**src/rtl/scarv_cop_mem_arb.sv**
```systemverilog
// Two-port arbiter sharing one word-addressed data memory bus between the host (port 0)
// and the coprocessor (port 1). Define SCARV_COP_MEM_ARB_RR_EN for round-robin ties.
module scarv_cop_mem_arb #(
    parameter int unsigned TIMEOUT = 255
) (
    input  logic        g_clk,
    input  logic        g_resetn,

    input  logic        host_mem_cen,
    input  logic        host_mem_wen,
    input  logic [31:0] host_mem_addr,
    input  logic [31:0] host_mem_wdata,
    input  logic [3:0]  host_mem_ben,
    output logic [31:0] host_mem_rdata,
    output logic        host_mem_stall,
    output logic        host_mem_error,

    input  logic        cop_mem_cen,
    input  logic        cop_mem_wen,
    input  logic [31:0] cop_mem_addr,
    input  logic [31:0] cop_mem_wdata,
    input  logic [3:0]  cop_mem_ben,
    output logic [31:0] cop_mem_rdata,
    output logic        cop_mem_stall,
    output logic        cop_mem_error,

    output logic        bus_mem_cen,
    output logic        bus_mem_wen,
    output logic [31:0] bus_mem_addr,
    output logic [31:0] bus_mem_wdata,
    output logic [3:0]  bus_mem_ben,
    input  logic [31:0] bus_mem_rdata,
    input  logic        bus_mem_stall,
    input  logic        bus_mem_error
);

    localparam int unsigned   TW    = (TIMEOUT > 1) ? $clog2(TIMEOUT) : 1;
    localparam logic [TW-1:0] TLAST = TW'(TIMEOUT - 1);

    logic          pend_q, pend_d;
    logic          owner_q, owner_d;   // 0 = host, 1 = cop
    logic          wait0_q, wait0_d;
    logic          wait1_q, wait1_d;
    logic [TW-1:0] tcnt_q, tcnt_d;
`ifdef SCARV_COP_MEM_ARB_RR_EN
    logic          rr_last_q, rr_last_d;
`endif

    logic bus_resp, bus_free, abort, resp0, resp1;
    logic grant, winner, bus_hold, sel, sel_cen;

    assign bus_resp = pend_q && !bus_mem_stall;
    assign bus_free = !pend_q || bus_resp;
    assign abort    = (TIMEOUT != 0) && pend_q && bus_mem_stall && (tcnt_q == TLAST);
    assign resp0    = (bus_resp || abort) && !owner_q;
    assign resp1    = (bus_resp || abort) &&  owner_q;

    assign grant = bus_free && (host_mem_cen || cop_mem_cen);
`ifdef SCARV_COP_MEM_ARB_RR_EN
    assign winner = (host_mem_cen && cop_mem_cen) ? !rr_last_q : !host_mem_cen;
`else
    assign winner = !host_mem_cen;
`endif

    // A stalled owner is holding its request, so its inputs are replayed onto the bus.
    assign bus_hold = pend_q && bus_mem_stall && !abort;
    assign sel      = grant ? winner : owner_q;
    assign sel_cen  = sel ? cop_mem_cen : host_mem_cen;

    // NOTE: every output gets a default before any branch so no latch is inferred.
    always_comb begin
        bus_mem_cen   = 1'b0;
        bus_mem_wen   = 1'b0;
        bus_mem_addr  = 32'h0;
        bus_mem_wdata = 32'h0;
        bus_mem_ben   = 4'h0;
        if (g_resetn && (grant || bus_hold) && sel_cen) begin
            bus_mem_cen   = 1'b1;
            bus_mem_wen   = sel ? cop_mem_wen   : host_mem_wen;
            bus_mem_addr  = sel ? cop_mem_addr  : host_mem_addr;
            bus_mem_wdata = sel ? cop_mem_wdata : host_mem_wdata;
            bus_mem_ben   = sel ? cop_mem_ben   : host_mem_ben;
        end
    end

    assign host_mem_stall = g_resetn && wait0_q && !resp0;
    assign host_mem_error = g_resetn && resp0 && (bus_mem_error || abort);
    assign host_mem_rdata = (g_resetn && resp0 && !abort) ? bus_mem_rdata : 32'h0;

    assign cop_mem_stall  = g_resetn && wait1_q && !resp1;
    assign cop_mem_error  = g_resetn && resp1 && (bus_mem_error || abort);
    assign cop_mem_rdata  = (g_resetn && resp1 && !abort) ? bus_mem_rdata : 32'h0;

    always_comb begin
        pend_d  = pend_q;
        owner_d = owner_q;
        if (abort) begin
            pend_d = 1'b0;
        end else if (grant) begin
            pend_d  = 1'b1;
            owner_d = winner;
        end else if (bus_free) begin
            pend_d = 1'b0;
        end
        wait0_d = host_mem_cen || (wait0_q && !resp0);
        wait1_d = cop_mem_cen  || (wait1_q && !resp1);
        tcnt_d  = ((TIMEOUT != 0) && bus_hold) ? tcnt_q + 1'b1 : '0;
`ifdef SCARV_COP_MEM_ARB_RR_EN
        rr_last_d = grant ? winner : rr_last_q;
`endif
    end

    // NOTE: non-blocking assignments so every register samples pre-edge values.
    always_ff @(posedge g_clk) begin
        if (!g_resetn) begin
            pend_q    <= 1'b0;
            owner_q   <= 1'b0;
            wait0_q   <= 1'b0;
            wait1_q   <= 1'b0;
            tcnt_q    <= '0;
`ifdef SCARV_COP_MEM_ARB_RR_EN
            rr_last_q <= 1'b1;
`endif
        end else begin
            pend_q    <= pend_d;
            owner_q   <= owner_d;
            wait0_q   <= wait0_d;
            wait1_q   <= wait1_d;
            tcnt_q    <= tcnt_d;
`ifdef SCARV_COP_MEM_ARB_RR_EN
            rr_last_q <= rr_last_d;
`endif
        end
    end

endmodule

```
**config.mk**
```make
export PLATFORM = sky130hd
export DESIGN_NAME = scarv_cop_mem_arb
export DESIGN_NICKNAME = d
export VERILOG_FILES = /design/src/rtl/scarv_cop_mem_arb.sv
export SDC_FILE = /design/constraint.sdc
export NUM_CORES = 1
export LEC_CHECK = 0
export BUFFER_PORTS_ARGS = -buffer_cell sky130_fd_sc_hd__buf_2
export CAP_MARGIN = 20
export CORE_AREA = 2 2 122 124
export DETAILED_ROUTE_END_ITERATION = 10
export DIE_AREA = 0 0 124 126
export PLACE_DENSITY = 0.52
export SLEW_MARGIN = 10
export SYNTH_ARGS = -nofsm -noshare
export SYNTH_HDL_FRONTEND = slang
export SYNTH_SLANG_ARGS = --single-unit
```
**constraint.sdc**
```tcl
create_clock -name g_clk -period 2.3 [get_ports g_clk]
set_input_delay 0.115 -clock g_clk [delete_from_list [all_inputs] [get_ports g_clk]]
set_output_delay 0.115 -clock g_clk [all_outputs]
set_load 0.05 [all_outputs]
```
### After elaboration in Yosys (flattened, before gate mapping)

Index checks and enable logic that the tools add are counted.
W data, S select, Z words.

* flip-flop bits (word level): 12
* input bits: 176
* output and inout port bits: 138
* logic and storage cells: 61

* add/sub/neg operators: 1
* equality and inequality tests: 1
* multiplexer cells: 15
* bitwise logic cells: 1
* reduce and logical (&&, ||, !) cells: 38

Operator list (number)
* $mux W32: 6
* $logic_and A1 B1 Y1: 21
* $add A8 B1 Y8 const B: 1
* $eq A8 B8 Y1 const B: 1
* $mux W4: 2
* $logic_not A1 Y1: 7
* $logic_or A1 B1 Y1: 7
* $mux W1: 7
* $reduce_and A2 Y1: 1
* $reduce_bool A2 Y1: 1
* $reduce_or A2 Y1: 1
* $not A1 Y1: 1

### Longest topological paths before layout

* depth after elaboration: 8
* mapped depth: 8
* mapped depth without buffers: 6

### Least setup slack after synthesis

No wires, ideal clock.

* path type: register to output
* from: register tcnt_q[0]
* to: output port cop_mem_error
* arrival time: 2.029 ns
* required time: 2.185 ns
* path slack: 0.156 ns
* cell stages (with the launch flop): 7
* path buffers: 0
* path through: dfxtp_1 -> inv_1 -> ha_1 -> nand3_1 -> nor3_1 -> a21oi_1 -> nor3b_1

* longest elaborated chain between the ends: 6
* elaborated cells on any way between the ends: 7
* classes of those cells: eq/ne: 1; reduce/logical: 6

Ends and longest elaborated chain
* start: declaration: line 44 `logic [TW-1:0] tcnt_q, tcnt_d;`
* start signal: assignment: line 129 `tcnt_q <= tcnt_d;`
* $eq A8 B8 Y1 *: line 54 `assign abort = (TIMEOUT != 0) && pend_q && bus_mem_stall && (tcnt_q == TLAST);`
* $logic_and A1 B1 Y1 *: line 54
* $logic_or A1 B1 Y1: line 56 `assign resp1 = (bus_resp || abort) && owner_q;`
* $logic_and A1 B1 Y1: line 56
* $logic_and A1 B1 Y1: line 91 `assign cop_mem_error = g_resetn && resp1 && (bus_mem_error || abort);`
* $logic_and A1 B1 Y1 *: line 91
* end: declaration: line 25 `output logic cop_mem_error,`

Mark *: on every way between the ends. The rest lies on a longest branch, timed or not.

### Worst setup path after layout

* from: register tcnt_q[0]
* to: output port bus_mem_addr[29]

* longest elaborated chain between the ends: 8

Ends and longest elaborated chain
* $eq A8 B8 Y1: line 54
* $logic_and A1 B1 Y1: line 54
* $logic_not A1 Y1: line 66 `assign bus_hold = pend_q && bus_mem_stall && !abort;`
* $logic_and A1 B1 Y1: line 66
* $logic_or A1 B1 Y1: line 77 `if (g_resetn && (grant || bus_hold) && sel_cen) begin`
* $logic_and A1 B1 Y1 (2 in series): line 77
* $mux W32: line 77
* end: declaration: line 29 `output logic [31:0] bus_mem_addr,`

No other way between the ends.

==> key figures <==
Outcome
  – Status: finished clean

Critical path
  – Crit path cell chain: inv_1, ha_1, nand3_2, o2111ai_4, a221o_4, buf_2, a21oi_2, buf_2
  – Critical path endpoint category: primary output
  – Critical Path Max Stage Delay: 0.42 ns
  – WP depth: 8
  – CP arrival: ~2.1 ns
  – Slowest stage cell, crit path: a221o_4
  – CP most frequent cell: buf_2
  – R2R Setup Slk: approximately 0.84 ns
  – FF-to-FF path depth: 4
  – Worst Path Max Fanout: 4
  – CP Data Required Time: 2.18 ns
  – Family with the most delay on the worst path: compound AO/OA/AOI/OAI gates
  – Buf+Inv Stages, Crit Path: 3
  – Crit Path Class: flop to primary output
  – Startpoint Class: flop

Clock network
  – Root Buffer: clkbuf_16
  – Reg clk slew, reported paths: 0.04 ns
  – TritonCTS clock tree: yes
  – Clock tree sinks: 12
  – H-tree Lvls: 1
  – Clk_lat worst skew: ~0.24 ns
  – Bufs on Longest Clock Path: 2
  – Total CTS buffers: 3

Finish
  – Final #Nets: ~860
  – Share of cells above drive strength 1: 0.607
  – Util after Layout: 0.320
  – P&R area growth vs syn: 90.1%
  – Final cell count without fillers: 863
  – Number of fill cells: 1559
  – Number of diodes: 0
  – Footprint of the multi-input gates: 0.00195 mm2
  – Reg area: roughly 240 um2

Yosys
  – Synth top area cells: a21oi_2, nand2_1, and2_1
  – FFs w/ async S/R, synth: 0
  – Syn. warnings: 0
  – Yosys top cell area share: 0.251
  – Avg Inst Size Synth: 6.39 um2
  – Post-Syn Area: 0.00241 mm2
  – Distinct cells, synth: 29
  – Flops & latches, synth: 12
  – Syn nets: 555
  – Post-synth EDFFs: 0
  – Synth cell count leaders: nand2_1, a21oi_2, and2_1
  – Seq/Total Area, Yosys: 0.0998
  – Most used flip-flop cell after synthesis: dfxtp_1
  – Most frequent cell after synthesis: nand2_1
  – Synth Instances: 377
  – Largest area contributor in the netlist: a21oi_2

Routing
  – Pre-antenna DRT Iters: 4
  – Total number of vias: 3576
  – Final wirelength: 12.0 mm
  – Met3 WL: between 1 and 1.5 mm
  – ANT nets after route: 0
  – Initial DRC Count: 110
  – Drt drc: 0
  – Routed len/inst: 13.9 um
  – Length of routed wiring on met1: roughly 4.5 mm
  – Via density: 4.14
  – WL met2: 6.03 mm
  – Top Layer Used: met4

Timing
  – Pins Over Slew Limit: 0
  – Relative slew slack: 0.683
  – # setup viols final: 0
  – Hold Vio Cnt, Final: 0
  – Least-Margin Pin Slew: around 0.47 ns
  – Final worst path period need: about 2.2 ns
  – Fin crit share: 0.967
  – Max frequency: approximately 450 MHz
  – Final worst slack: 0.0755 ns
  – Hold slack: 0.207 ns
  – Clk_skew: 0.00163 ns
  – Unrepaired setup endpoints after global routing: yes

Global route
  – Global-route wire length before repair: 16.7 mm
  – Vias in the first global route: 3390
  – Overflow after GRT: 0
  – Largest net degree at the start of global routing: 38
  – Initial antenna violation count: 0
  – GR Util All Layers: 0.136

Hold path
  – Hold/Removal Path Class: input port to flop
  – Hold path depth: 3

Die
  – Die width: about 120 um
  – Die Area: ~0.016 mm2
  – FP Rows: 44
  – Num ports: 314
  – Die height: 126 um
  – Initial Utilization: 0.168
  – Placeable core area: 0.0143 mm2

Flow run
  – Max-cap violation count: 0

Placement
  – Post-DP HPWL: 9.85 mm
  – Port Buffers: 313
  – Setup WS pre-CTS: 0.198 ns
  – GP Congestion: slightly below 0.8
  – Inst Count DP: 855

Power
  – Pwr/cell area: 412 mW/mm2
  – IR drop worst, VDD: about 190 uV
  – Leak: 0.00243 uW
  – Pwr Total: 1880 uW
==> registers in the layout (all words and copies together) (netlist names) <==
register	flops
wait1_q	1
owner_q	1
wait0_q	1
tcnt_q	8
pend_q	1
==> power breakdown <==
group | internal [uW] | leakage [uW] | switching, uW
registers | 216 | 0.0000979 | 6.99
logic | 451 | 0.00229 | 860
clock network | 262 | 0.0000442 | 89.2
==> routing by layer <==
layer | up-vias | global-route usage
li1 | 1809 | -
met1 | 1549 | 0.157
met2 | 205 | 0.252
met3 | 13 | 0.0290
met4 | 0 | 0.0330
met5 | - | 0
==> area by class of cell <==
| cell class | count | share of cell area |
|---|---|---|
| Clock buffer | 4 | 0.0194 |
| Inverter | 5 | 0.00410 |
| Multi-Input combinational cell | 328 | 0.426 |
| Sequential cell | 12 | 0.0525 |
| Tap cell | 184 | 0.0503 |
| Timing Repair Buffer | 330 | 0.447 |
==> through the flow <==
step	TNS, ns	cell area [um2]
2_1_floorplan	0	2410
3_3_place_gp	0	4180
3_5_place_dp	0	4180
4_1_cts	0	4450
5_1_grt	-0.0140	4580
6_report	0	4580
==> layout by cell type, fill, tap and decap left out, drive strengths merged <==
cell type,Yosys,routed
buf,14,317
nand2,146,146
a21oi,73,73
and2,66,66
clkbuf,18,17
dfxtp,12,12
nor2,10,10
o21ai,5,5
inv,5,5
nor3,4,4
nand3,4,4
xnor2,3,3
a31oi,2,2
xor2,2,2
ha,2,2
nor3b,2,2
nand4,1,1
o2111ai,1,1
mux2i,1,1
a221o,1,1
a21boi,1,1
a2bb2oi,1,1
o22ai,1,1
nor2b,1,1
or3,1,1
==> path summary, 6_finish.rpt <==
check                  startpoint              endpoint
min reg2reg    wait0_q$_SDFF_PN0_    wait0_q$_SDFF_PN0_
min                      g_resetn    wait0_q$_SDFF_PN0_
max reg2reg   pend_q$_SDFFE_PP0P_  owner_q$_SDFFE_PN0N_
max          tcnt_q[0]$_SDFF_PN0_      bus_mem_addr[29]
==> worst reg2reg max path, delay by kind of cell, from the launching register on <==
| family | cells | cell delay [ns] |
|---|---|---|
| simple gates | 1 | 0.15 |
| flops | 1 | 0.39 |
| buf+inv | 1 | 0.22 |
| compound gates | 2 | 0.63 |
==> cell families (layout without fill, tap and decap cells) <==
| kind of cell | count (synthesis) | in the layout | synth area share |
|---|---|---|---|
| XOR/XNOR | 5 | 5 | 0.0182 |
| AO/OA/AOI/OAI | 85 | 85 | 0.305 |
| AND/OR/NAND/NOR | 235 | 235 | 0.452 |
| buffers and inverters | 37 | 339 | 0.111 |
| adder cells (fa/ha/maj) | 2 | 2 | 0.0104 |
| flip-flops | 12 | 12 | 0.0998 |
| multiplexers | 1 | 1 | 0.00416 |
==> timing repair <==
item | CTS | global route
setup endpoints to repair | 61 | 70
gates resized for setup | 53 | 41
pin swaps | 1 | 1
hold buffers | 0 | 0
buffers inserted | 4 | 0
Power figures use the tool's default switching activity.
